[src/rtl/if_id_skid_stage.sv]
// Fetch/decode pipeline stage with a valid/ready handshake and a 2-entry skid buffer.
// Optional performance counters (stall_cnt, squash_cnt) are enabled by defining IF_ID_PERF_CNT_EN.
module if_id_skid_stage #(
  parameter int              XLEN     = 32,
  parameter int              META_W   = 4,
  parameter logic [XLEN-1:0] NOP_INST = XLEN'(32'h00000013),
  parameter logic [XLEN-1:0] RESET_PC = XLEN'(32'h00000000)
) (
  input  logic              clk,
  input  logic              rst,
  input  logic              in_valid,
  output logic              in_ready,
  input  logic [XLEN-1:0]   in_pc,
  input  logic [XLEN-1:0]   in_inst,
  input  logic [META_W-1:0] in_meta,
  input  logic              flush,
  output logic              out_valid,
  input  logic              out_ready,
  output logic [XLEN-1:0]   out_pc,
  output logic [XLEN-1:0]   out_inst,
  output logic [META_W-1:0] out_meta,
  output logic [1:0]        occupancy
`ifdef IF_ID_PERF_CNT_EN
  ,
  output logic [31:0]       stall_cnt,
  output logic [31:0]       squash_cnt
`endif
);

  // The state encoding doubles as the occupancy count.
  typedef enum logic [1:0] {
    EMPTY = 2'd0,
    HALF  = 2'd1,
    FULL  = 2'd2
  } state_t;

  state_t state_q, state_d;

  logic [XLEN-1:0]   m_pc, m_inst, s_pc, s_inst;
  logic [META_W-1:0] m_meta, s_meta;

  logic acc, pop;
  logic load_m_in, load_m_s, load_s;

  assign acc = in_valid & in_ready;
  assign pop = out_valid & out_ready;

  always_comb begin
    // NOTE: every signal gets a default before the case so no path leaves it unassigned (no latch).
    state_d   = state_q;
    load_m_in = 1'b0;
    load_m_s  = 1'b0;
    load_s    = 1'b0;
    if (flush) begin
      state_d = EMPTY;
    end else begin
      unique case (state_q)
        EMPTY: begin
          if (acc) begin
            load_m_in = 1'b1;
            state_d   = HALF;
          end
        end
        HALF: begin
          if (acc && pop) begin
            load_m_in = 1'b1;
          end else if (acc) begin
            load_s  = 1'b1;
            state_d = FULL;
          end else if (pop) begin
            state_d = EMPTY;
          end
        end
        FULL: begin
          if (pop) begin
            load_m_s = 1'b1;
            state_d  = HALF;
          end
        end
        default: state_d = EMPTY;
      endcase
    end
  end

  // NOTE: sequential state uses non-blocking assignments so every register samples pre-edge values.
  always_ff @(posedge clk or posedge rst) begin
    if (rst) begin
      state_q  <= EMPTY;
      in_ready <= 1'b1;
    end else begin
      state_q  <= state_d;
      in_ready <= (state_d != FULL);
    end
  end

  // NOTE: data registers are reset too, so the skid entry never holds stale or X contents after rst.
  always_ff @(posedge clk or posedge rst) begin
    if (rst) begin
      m_pc   <= '0;
      m_inst <= '0;
      m_meta <= '0;
      s_pc   <= '0;
      s_inst <= '0;
      s_meta <= '0;
    end else begin
      if (load_m_in) begin
        m_pc   <= in_pc;
        m_inst <= in_inst;
        m_meta <= in_meta;
      end else if (load_m_s) begin
        m_pc   <= s_pc;
        m_inst <= s_inst;
        m_meta <= s_meta;
      end
      if (load_s) begin
        s_pc   <= in_pc;
        s_inst <= in_inst;
        s_meta <= in_meta;
      end
    end
  end

  // An explicit bubble is driven whenever M is empty.
  assign out_valid = (state_q != EMPTY);
  assign out_pc    = out_valid ? m_pc   : RESET_PC;
  assign out_inst  = out_valid ? m_inst : NOP_INST;
  assign out_meta  = out_valid ? m_meta : '0;
  assign occupancy = state_q;

`ifdef IF_ID_PERF_CNT_EN
  logic [1:0] n_squash;

  // Entries squashed by a flush, excluding the one decode pops in that cycle.
  assign n_squash = occupancy - {1'b0, pop};

  always_ff @(posedge clk or posedge rst) begin
    if (rst) begin
      stall_cnt  <= '0;
      squash_cnt <= '0;
    end else begin
      if (out_valid && !out_ready) stall_cnt <= stall_cnt + 32'd1;
      if (flush) squash_cnt <= squash_cnt + 32'(n_squash);
    end
  end
`endif

endmodule
[config.mk]
export PLATFORM = sky130hd
export DESIGN_NAME = if_id_skid_stage
export DESIGN_NICKNAME = d
export VERILOG_FILES = /design/src/rtl/if_id_skid_stage.sv
export SDC_FILE = /design/constraint.sdc
export NUM_CORES = 1
export LEC_CHECK = 0
export CORE_UTILIZATION = 45
export CTS_CLUSTER_SIZE = 16
export DETAILED_ROUTE_END_ITERATION = 16
export HOLD_SLACK_MARGIN = 0.15
export PLACE_DENSITY = 0.83
export REMOVE_ABC_BUFFERS = 1
export SYNTH_ARGS = -nofsm -noshare
export SYNTH_HDL_FRONTEND = slang
export SYNTH_SLANG_ARGS = --single-unit
export TNS_END_PERCENT = 20
[constraint.sdc]
create_clock -name clk -period 4.1 [get_ports clk]
set_input_delay 0.41 -clock clk [delete_from_list [all_inputs] [get_ports clk]]
set_output_delay 0.41 -clock clk [all_outputs]
set_load 0.02 [all_outputs]
== Yosys cells after proc, flatten, opt, wreduce, memory -nomap -nowiden ==
Index checks and enable logic that the tools add are counted.

* Eq/ne operators: 3
* Multiplexer cells: 26
* Bitwise gates (word level): 2
* Reductions and logical operators: 4

{| class="wikitable"
|+ Operators by type and width
! kind !! count
|-
| $mux 32 || 6
|-
| $mux 2 || 6
|-
| $mux 4 || 3
|-
| $mux 1 || 9
|-
| $pmux 2 s3 || 1
|-
| $reduce_bool 2->1 || 2
|-
| $and 1x1->1 || 2
|-
| $eq 2x1->1 const B || 1
|-
| $eq 2x2->1 const B || 1
|-
| $logic_not 2->1 || 1
|-
| $ne 2x2->1 const B || 1
|-
| $pmux 1 s2 || 1
|-
| $logic_and 1x1->1 || 1
|}

* Flip-flop bits (word level): 139
* Input bits: 73
* Output and inout bits: 72
* Logic and storage cells: 43

== Depth between registers and ports, before layout ==
Gate-level depths: netlist (run 1).

* Depth after elaboration: 8
* Gate-level depth with buffers: 6
* Depth with buffers taken out: 3

== Least setup slack after synthesis (run 1) ==
OpenSTA, ideal clock, no wires.

* Path kind: reg-to-output
* Start point: register state_q[1], in the netlist occupancy[1]
* End point: output port out_inst[15]
* Arrival time: 1420 ps
* Required time: 3690 ps
* Setup slack: 2270 ps
* Stages on the path, launching flop included: 6
* Path buffers: 2
* Cell sequence: dfrtp_1 > inv_1 > nand2_1 > clkbuf_1 > clkbuf_1 > and2_1

* Word-level cells in the longest chain between the ends: 2

{| class="wikitable"
|+ Ends and longest elaborated chain
! element !! RTL line !! text
|-
| start: declaration || 37 || <nowiki>state_t state_q, state_d;</nowiki>
|-
| start signal: assignment || 91 || <nowiki>state_q <= state_d;</nowiki>
|-
| $reduce_bool 2->1 || 124 || <nowiki>assign out_valid = (state_q != EMPTY);</nowiki>
|-
| $mux 32 || 126 || <nowiki>assign out_inst = out_valid ? m_inst : NOP_INST;</nowiki>
|-
| end: declaration || 20 || <nowiki>output logic [XLEN-1:0] out_inst,</nowiki>
|}

Every way passes these cells.

== Worst setup path after layout (run 1) ==
* Start point: register state_q[1], in the netlist occupancy[1]
* End point: output port out_pc[12]

* Word-level cells in the longest chain between the ends: 2

{| class="wikitable"
|+ Ends and longest elaborated chain
! element !! RTL line !! text
|-
| $reduce_bool 2->1 || 124 ||
|-
| $mux 32 || 125 || <nowiki>assign out_pc = out_valid ? m_pc : RESET_PC;</nowiki>
|-
| end: declaration || 19 || <nowiki>output logic [XLEN-1:0] out_pc,</nowiki>
|}

Every way passes these cells.

==> qor.csv, run 1 <==
stage,metric,value,unit
worst_hold_path,Hold WC Path Type,reg2reg,
final_layout,Finished Cell Area,8299,um2
clock_tree,Clock Tree Buf Depth,2,
global_routing,Global Route Usage Sum,0.2093,
final_layout,Non-Filler Instances,788,
timing,Fin Clk Skew,5.953,ps
global_routing,antenna violations before repair,0,
floorplanning,Initial Utilization,0.4635,
final_layout,P&R area growth vs syn,34.14,%
run_status,status,finished clean,
synth,YS warnings,0,
clock_tree,Post-CTS Hold Buffers,0,
global_routing,first-pass GRT wire length,23050,um
power_and_ir_drop,cell area power density,506.8,nW/um2
place,placed cell area,7715,um2
setup_path,Critical Path RT,3690,ps
setup_path,Critical Path Fanout Max,69,
flow_run,maxcap violations,0,
timing,"Worst Setup Slack, final",1049,ps
clock_tree,clk slew on worst S/H paths,50,ps
detailed_routing,Post-Route WL,14170,um
setup_path,crit-path max cell delay,810,ps
synth,Yosys cell types,25,
timing,max frequency,327.7,MHz
power_and_ir_drop,P_leak,0.003570,uW
setup_path,CP Launch Type,flip-flop,
global_routing,GR Overflow Total,0,
timing,Max-slew headroom,0.2605,
global_routing,largest net degree at the start of global routing,86,
timing,RSZ-0062 raised after global routing,no,
final_layout,most frequent cells in the layout,"clkdlybuf4s50_1, dfrtp_1, and2_1, a221o_1, mux2_2",
synth,#FFs+latches synth,139,
clock_tree,post-cts sizing count,0,
power_and_ir_drop,PnR Total Power,4206,uW
detailed_routing,initial DRC count,320,
place,GP Congestion,0.7646,
timing,endpoints failing setup,0,
setup_path,crit path DAT,2640,ps
global_routing,vias in the first global route,4565,
final_layout,Final Util,0.6218,
setup_path,crit-path cells,inv_1 > nand2_2 > and2_1 > clkdlybuf4s50_1,
place,dpl hpwl,8745,um
timing,Final Hold Viols,0,
timing,period utilization,0.7443,
detailed_routing,Routed Antenna Nets,0,
place,placed cell count,757,
floorplanning,core area,13350,um2
clock_tree,clk sinks,139,
clock_tree,CTS tree,done,
setup_path,Crit Path Class,reg2out,
synth,syn_area_per_cell,13.22,um2
clock_tree,CTS root buffer,clkbuf_16,
detailed_routing,DRT Pass-1 Iters,4,
power_and_ir_drop,worst vdd rail ir drop,0.2869,mV
synth,Post-Synthesis Cell Area,6187,um2
synth,cell count after synthesis,468,
timing,Worst Max-Slew Pin Slew,1105,ps
final_layout,# diodes,0,
floorplanning,die height,119.3,um
floorplanning,row count,42,
timing,min Tclk post-route,3051,ps
detailed_routing,WL/cell,17.98,um
final_layout,share of post-route cells with drive strength above 1,0.1797,
timing,"Slew Viols, Final",0,
clock_tree,H-tree levels,4,
clock_tree,number of setup buffers added after CTS,0,
detailed_routing,via count of the routed design,4306,
setup_path,Crit-path slowest cell,nand2_2,
place,Buffers on Ports,144,
final_layout,fin nets,673,
clock_tree,CTS buffer count,17,
detailed_routing,DRC,0,
floorplanning,die area,14220,um2
floorplanning,boundary pin count,145,
detailed_routing,Via density,5.464,
setup_path,Setup crit end kind,output port,
clock_tree,Clock Latency Late Sink,400,ps
synth,"Seq/Total Area, Yosys",0.5624,
final_layout,"most common cell after layout, fill and taps aside",clkdlybuf4s50_1,
place,pre-CTS setup slack,1256,ps
floorplanning,DIE WIDTH,119.3,um
-- cells by family (layout without fill, tap and decap cells) --
family | count (synthesis) | count (layout) | share of synthesized area
mux | 70 | 70 | 0.1391
compound gates | 73 | 73 | 0.1139
xor+xnor | 1 | 1 | 0.001416
simple gates | 145 | 145 | 0.1482
buf+inv | 40 | 184 | 0.03499
flops | 139 | 139 | 0.5624
-- through the flow --
step / hold WS, ps / setup TNS, ps
final: 495.5 / 0
after global routing: 502.8 / 0
after CTS: 499.6 / 0
after detailed placement: 487.2 / 0
after global placement: 480.0 / 0
after floorplan: 470.0 / -68890
-- synthesized netlist by cell type --
library cell	number	area (um2)
dfrtp_1	138	3453
buf_2	11	55.05
xnor2_1	1	8.760
buf_6	7	78.83
mux2_4	20	300.3
and2_1	131	819.5
or3_1	1	6.260
a211o_1	1	8.760
a21oi_1	2	10.01
and4bb_1	1	12.51
nor2b_1	1	6.260
clkbuf_1	19	71.32
nand2b_1	3	18.77
dfstp_2	1	26.28
o21ai_0	2	10.01
mux2_2	48	540.5
a211oi_1	2	15.01
and2_4	1	8.760
a221o_1	66	660.6
or2b_1	1	7.510
mux2i_1	2	20.02
nand2_1	3	11.26
nand3_1	2	10.01
and4bb_4	1	16.27
inv_1	3	11.26
-- final timing paths --
check                                        from                     end  slack (ps)  depth (start not counted)
max reg2reg                occupancy[0]$_DFF_PP0_   m_inst[2]$_DFFE_PP0P_        1800                          4
max                        occupancy[1]$_DFF_PP0_              out_pc[12]        1050                          4
min reg2reg                  s_pc[25]$_DFFE_PP0P_    s_pc[25]$_DFFE_PP0P_         500                          1
min                          s_pc[25]$_DFFE_PP0P_    s_pc[25]$_DFFE_PP0P_         500                          1
min in group asynchronous                     rst     s_pc[2]$_DFFE_PP0P_         510                          2
max in group asynchronous                     rst  s_inst[15]$_DFFE_PP0P_        2700                          3
-- final cells by class --
cell class                 instances  area, um2
sequential                       139       3480
fill                            1035       5049
multi-input combinational        289       2512
tap                              176      220.2
clock buffer                      22      464.2
timing repair buffer             150       1486
inverter                           3      16.27
clock inverter                     9      120.1
-- power breakdown --
group	internal [uW]	switching (uW)	leakage (uW)
Sequential	1710	172	0.00172
Combinational	493	325	0.00156
Clock	979	531	0.000293
Total	3180	1030	0.00357
-- critical path: cells and delay by family, from the launching register on --
kind	cells	cell delay, ps
simple gates	2	1070
flops	1	410
buf+inv	2	730
-- state kept, by name, indices dropped and copies added (netlist names) --
name       count
s_inst        32
occupancy      2
s_pc          32
m_meta         4
m_inst        32
s_meta         4
m_pc          32
in_ready       1
-- routing by layer --
metal  vias to the layer above  GRT usage  share of wire
li1                       1936          -              -
met1                      2204     0.2613           0.43
met2                       152     0.3434           0.51
met3                        14    0.05460          0.054
met4                         0    0.08940          0.014
met5                         -          0              0
Power figures use the tool's default switching activity.
==> inputs of run 2 (changes only) <==
==> constraint.sdc (replaced) <==
create_clock -name clk -period 2.6 [get_ports clk]
set_input_delay 0.26 -clock clk [delete_from_list [all_inputs] [get_ports clk]]
set_output_delay 0.26 -clock clk [all_outputs]
set_load 0.02 [all_outputs]
==> run 2 against run 1 <==
Effect of this change: worst hold slack got worse by 250 ps; flip-flop and latch count unchanged; critical endpoint is now out_inst[24]; sequential power up 57%; highest routed layer unchanged; cell count increased by 0.51%; combinational power increased by 60%; via count decreased by 0.28%.
==> qor.csv, run 2 (synthesized netlist as in run 1, its figures left out) <==
stage,metric,value,unit,change
timing,Max-slew headroom,0.6298,,was 0.2605
clock_tree,Clock Tree Buf Depth,2,,unchanged
detailed_routing,DRT Pass-1 Iters,4,,unchanged
final_layout,P&R area growth vs syn,35.15,%,was 34.14%
setup_path,crit-path max cell delay,610,ps,was 810 ps
timing,"Worst Setup Slack, final",163.1,ps,was 1049 ps
setup_path,crit-path cells,inv_1 > nand2_8 > buf_4 > and2_1 > clkdlybuf4s50_1,,was inv_1 > nand2_2 > and2_1 > clkdlybuf4s50_1
global_routing,vias in the first global route,4487,,was 4565
detailed_routing,Routed Antenna Nets,0,,unchanged
timing,endpoints failing setup,0,,unchanged
floorplanning,Initial Utilization,0.4635,,unchanged
floorplanning,row count,42,,unchanged
place,dpl hpwl,9046,um,was 8745 um
clock_tree,Clock Latency Late Sink,420,ps,was 400 ps
final_layout,multi-input logic area,2526,um2,was 2512 um2
clock_tree,H-tree levels,4,,unchanged
place,pre-CTS setup slack,325.6,ps,was 1256 ps
final_layout,"most common cell after layout, fill and taps aside",clkdlybuf4s50_1,,unchanged
flow_run,maxcap violations,0,,unchanged
setup_path,Crit-path slowest cell,clkdlybuf4s50_1,,was nand2_2
global_routing,first-pass GRT wire length,23120,um,was 23050 um
detailed_routing,Via density,5.422,,was 5.464
detailed_routing,initial DRC count,234,,was 320
final_layout,share of post-route cells with drive strength above 1,0.1802,,was 0.1797
clock_tree,Post-CTS Hold Buffers,0,,unchanged
timing,min Tclk post-route,2437,ps,
setup_path,CP Launch Type,flip-flop,,unchanged
detailed_routing,Post-Route WL,14110,um,was 14170 um
detailed_routing,via count of the routed design,4294,,was 4306
power_and_ir_drop,worst vdd rail ir drop,0.4007,mV,was 0.2869 mV
clock_tree,clk slew on worst S/H paths,50,ps,about the same
final_layout,most frequent cells in the layout,"clkdlybuf4s50_1, dfrtp_1, and2_1, a221o_1, mux2_2",,unchanged
clock_tree,CTS root buffer,clkbuf_16,,unchanged
floorplanning,DIE WIDTH,119.3,um,unchanged
timing,Worst Max-Slew Pin Slew,555.3,ps,was 1105 ps
timing,Final Hold Viols,0,,unchanged
detailed_routing,WL/cell,17.82,um,was 17.98 um
floorplanning,boundary pin count,145,,unchanged
floorplanning,die height,119.3,um,unchanged
place,GP Congestion,0.7431,,was 0.7646
timing,max frequency,410.4,MHz,
setup_path,Setup crit end kind,output port,,unchanged
timing,period utilization,0.9373,,
global_routing,largest net degree at the start of global routing,61,,was 86
final_layout,register area,3480,um2,unchanged
final_layout,# diodes,0,,unchanged
floorplanning,die area,14220,um2,unchanged
global_routing,antenna violations before repair,0,,unchanged
timing,Fin Clk Skew,8.656,ps,was 5.953 ps
setup_path,WP buf/inv,3,,was 2
clock_tree,clk sinks,139,,unchanged
timing,"Slew Viols, Final",0,,unchanged
setup_path,Critical Path RT,2340,ps,was 3690 ps
setup_path,crit path DAT,2180,ps,was 2640 ps
timing,Worst Hold Margin,249.3,ps,was 495.5 ps
global_routing,Global Route Usage Sum,0.2110,,was 0.2093
timing,RSZ-0062 raised after global routing,no,,unchanged
setup_path,Crit Path Class,reg2out,,unchanged
detailed_routing,DRC,0,,unchanged
run_status,status,finished clean,,unchanged
place,Buffers on Ports,144,,unchanged
setup_path,Critical Path Fanout Max,21,,was 69
final_layout,Fillers,981,,was 1035
power_and_ir_drop,cell area power density,778.3,nW/um2,was 506.8 nW/um2
clock_tree,CTS buffer count,17,,unchanged
clock_tree,CTS tree,done,,unchanged
worst_hold_path,Hold WC Path Type,in2async,,was reg2reg
final_layout,fin nets,679,,was 673
floorplanning,core area,13350,um2,unchanged
power_and_ir_drop,P_leak,0.003587,uW,was 0.003570 uW
global_routing,GR Overflow Total,0,,unchanged
setup_path,"delay-heaviest family, CP",buffers and inverters,,was simple AND/OR/NAND/NOR gates
==> run 2: routing by layer <==
layer	up-vias	GRT usage	routed length, um
met5	-	0	0
met2	136	0.3474	6893
met1	2172	0.2662	6197
li1	1960	-	-
met4	0	0.08782	295
met3	26	0.05029	725
==> run 2: cell type report <==
| class | count | area share |
|---|---|---|
| clock buffers | 27 | 0.06015 |
| flip-flops and latches | 139 | 0.4161 |
| multi-input cells | 289 | 0.3021 |
| clock inverters | 2 | 0.004190 |
| repair buffers | 156 | 0.1891 |
| inverters | 3 | 0.001945 |
| well taps | 176 | 0.02634 |
==> run 2: final timing paths <==
path | slack, ps | depth (start not counted) | start | end
setup reg to reg | 650 | 4 | occupancy[1]$_DFF_PP0_ | s_inst[21]$_DFFE_PP0P_
setup / recovery | 160 | 5 | occupancy[1]$_DFF_PP0_ | out_inst[24]
hold reg to reg | 500 | 1 | s_inst[17]$_DFFE_PP0P_ | s_inst[17]$_DFFE_PP0P_
hold / removal | 250 | 2 | rst | s_inst[26]$_DFFE_PP0P_
min in group clk | 470 | 3 | in_inst[0] | m_inst[0]$_DFFE_PP0P_
max in group asynchronous | 1690 | 3 | rst | s_meta[3]$_DFFE_PP0P_
==> run 2: repair_timing <==
| action | in CTS | in global routing |
|---|---|---|
| setup buffers | 0 | 0 |
| pin swaps | 0 | 0 |
| resized for setup | 1 | 1 |
| endpoints found under the setup margin | 18 | 3 |
==> run 2: metrics by stage <==
step	instances	instance area [um2]	TNS (ps)	util	power, uW
after floorplan	431	5982	-456200	-	3729
after global placement	763	7810	0	0.5851	4212
after detailed placement	763	7810	0	0.5851	4295
after CTS	792	8353	0	0.6258	6548
after global routing	792	8362	0	0.6265	6807
final	792	8362	0	0.6265	6508
==> run 2: power breakdown <==
part | switching (uW) | internal [uW] | total (uW)
Combinational | 512 | 796 | 1310
Sequential | 269 | 2690 | 2960
Clock | 839 | 1400 | 2240
Total | 1620 | 4890 | 6510
==> inputs of run 3 (changes only) <==
--- a/config.mk
+++ b/config.mk
@@ -8,7 +8,7 @@
 export CORE_UTILIZATION = 45
 export CTS_CLUSTER_SIZE = 16
 export DETAILED_ROUTE_END_ITERATION = 16
-export HOLD_SLACK_MARGIN = 0.15
+export HOLD_SLACK_MARGIN = 0.02
 export PLACE_DENSITY = 0.83
 export REMOVE_ABC_BUFFERS = 1
 export SYNTH_ARGS = -nofsm -noshare
==> results of run 3 <==
The final DEF is identical to that of run 2; final timing and power are the same.
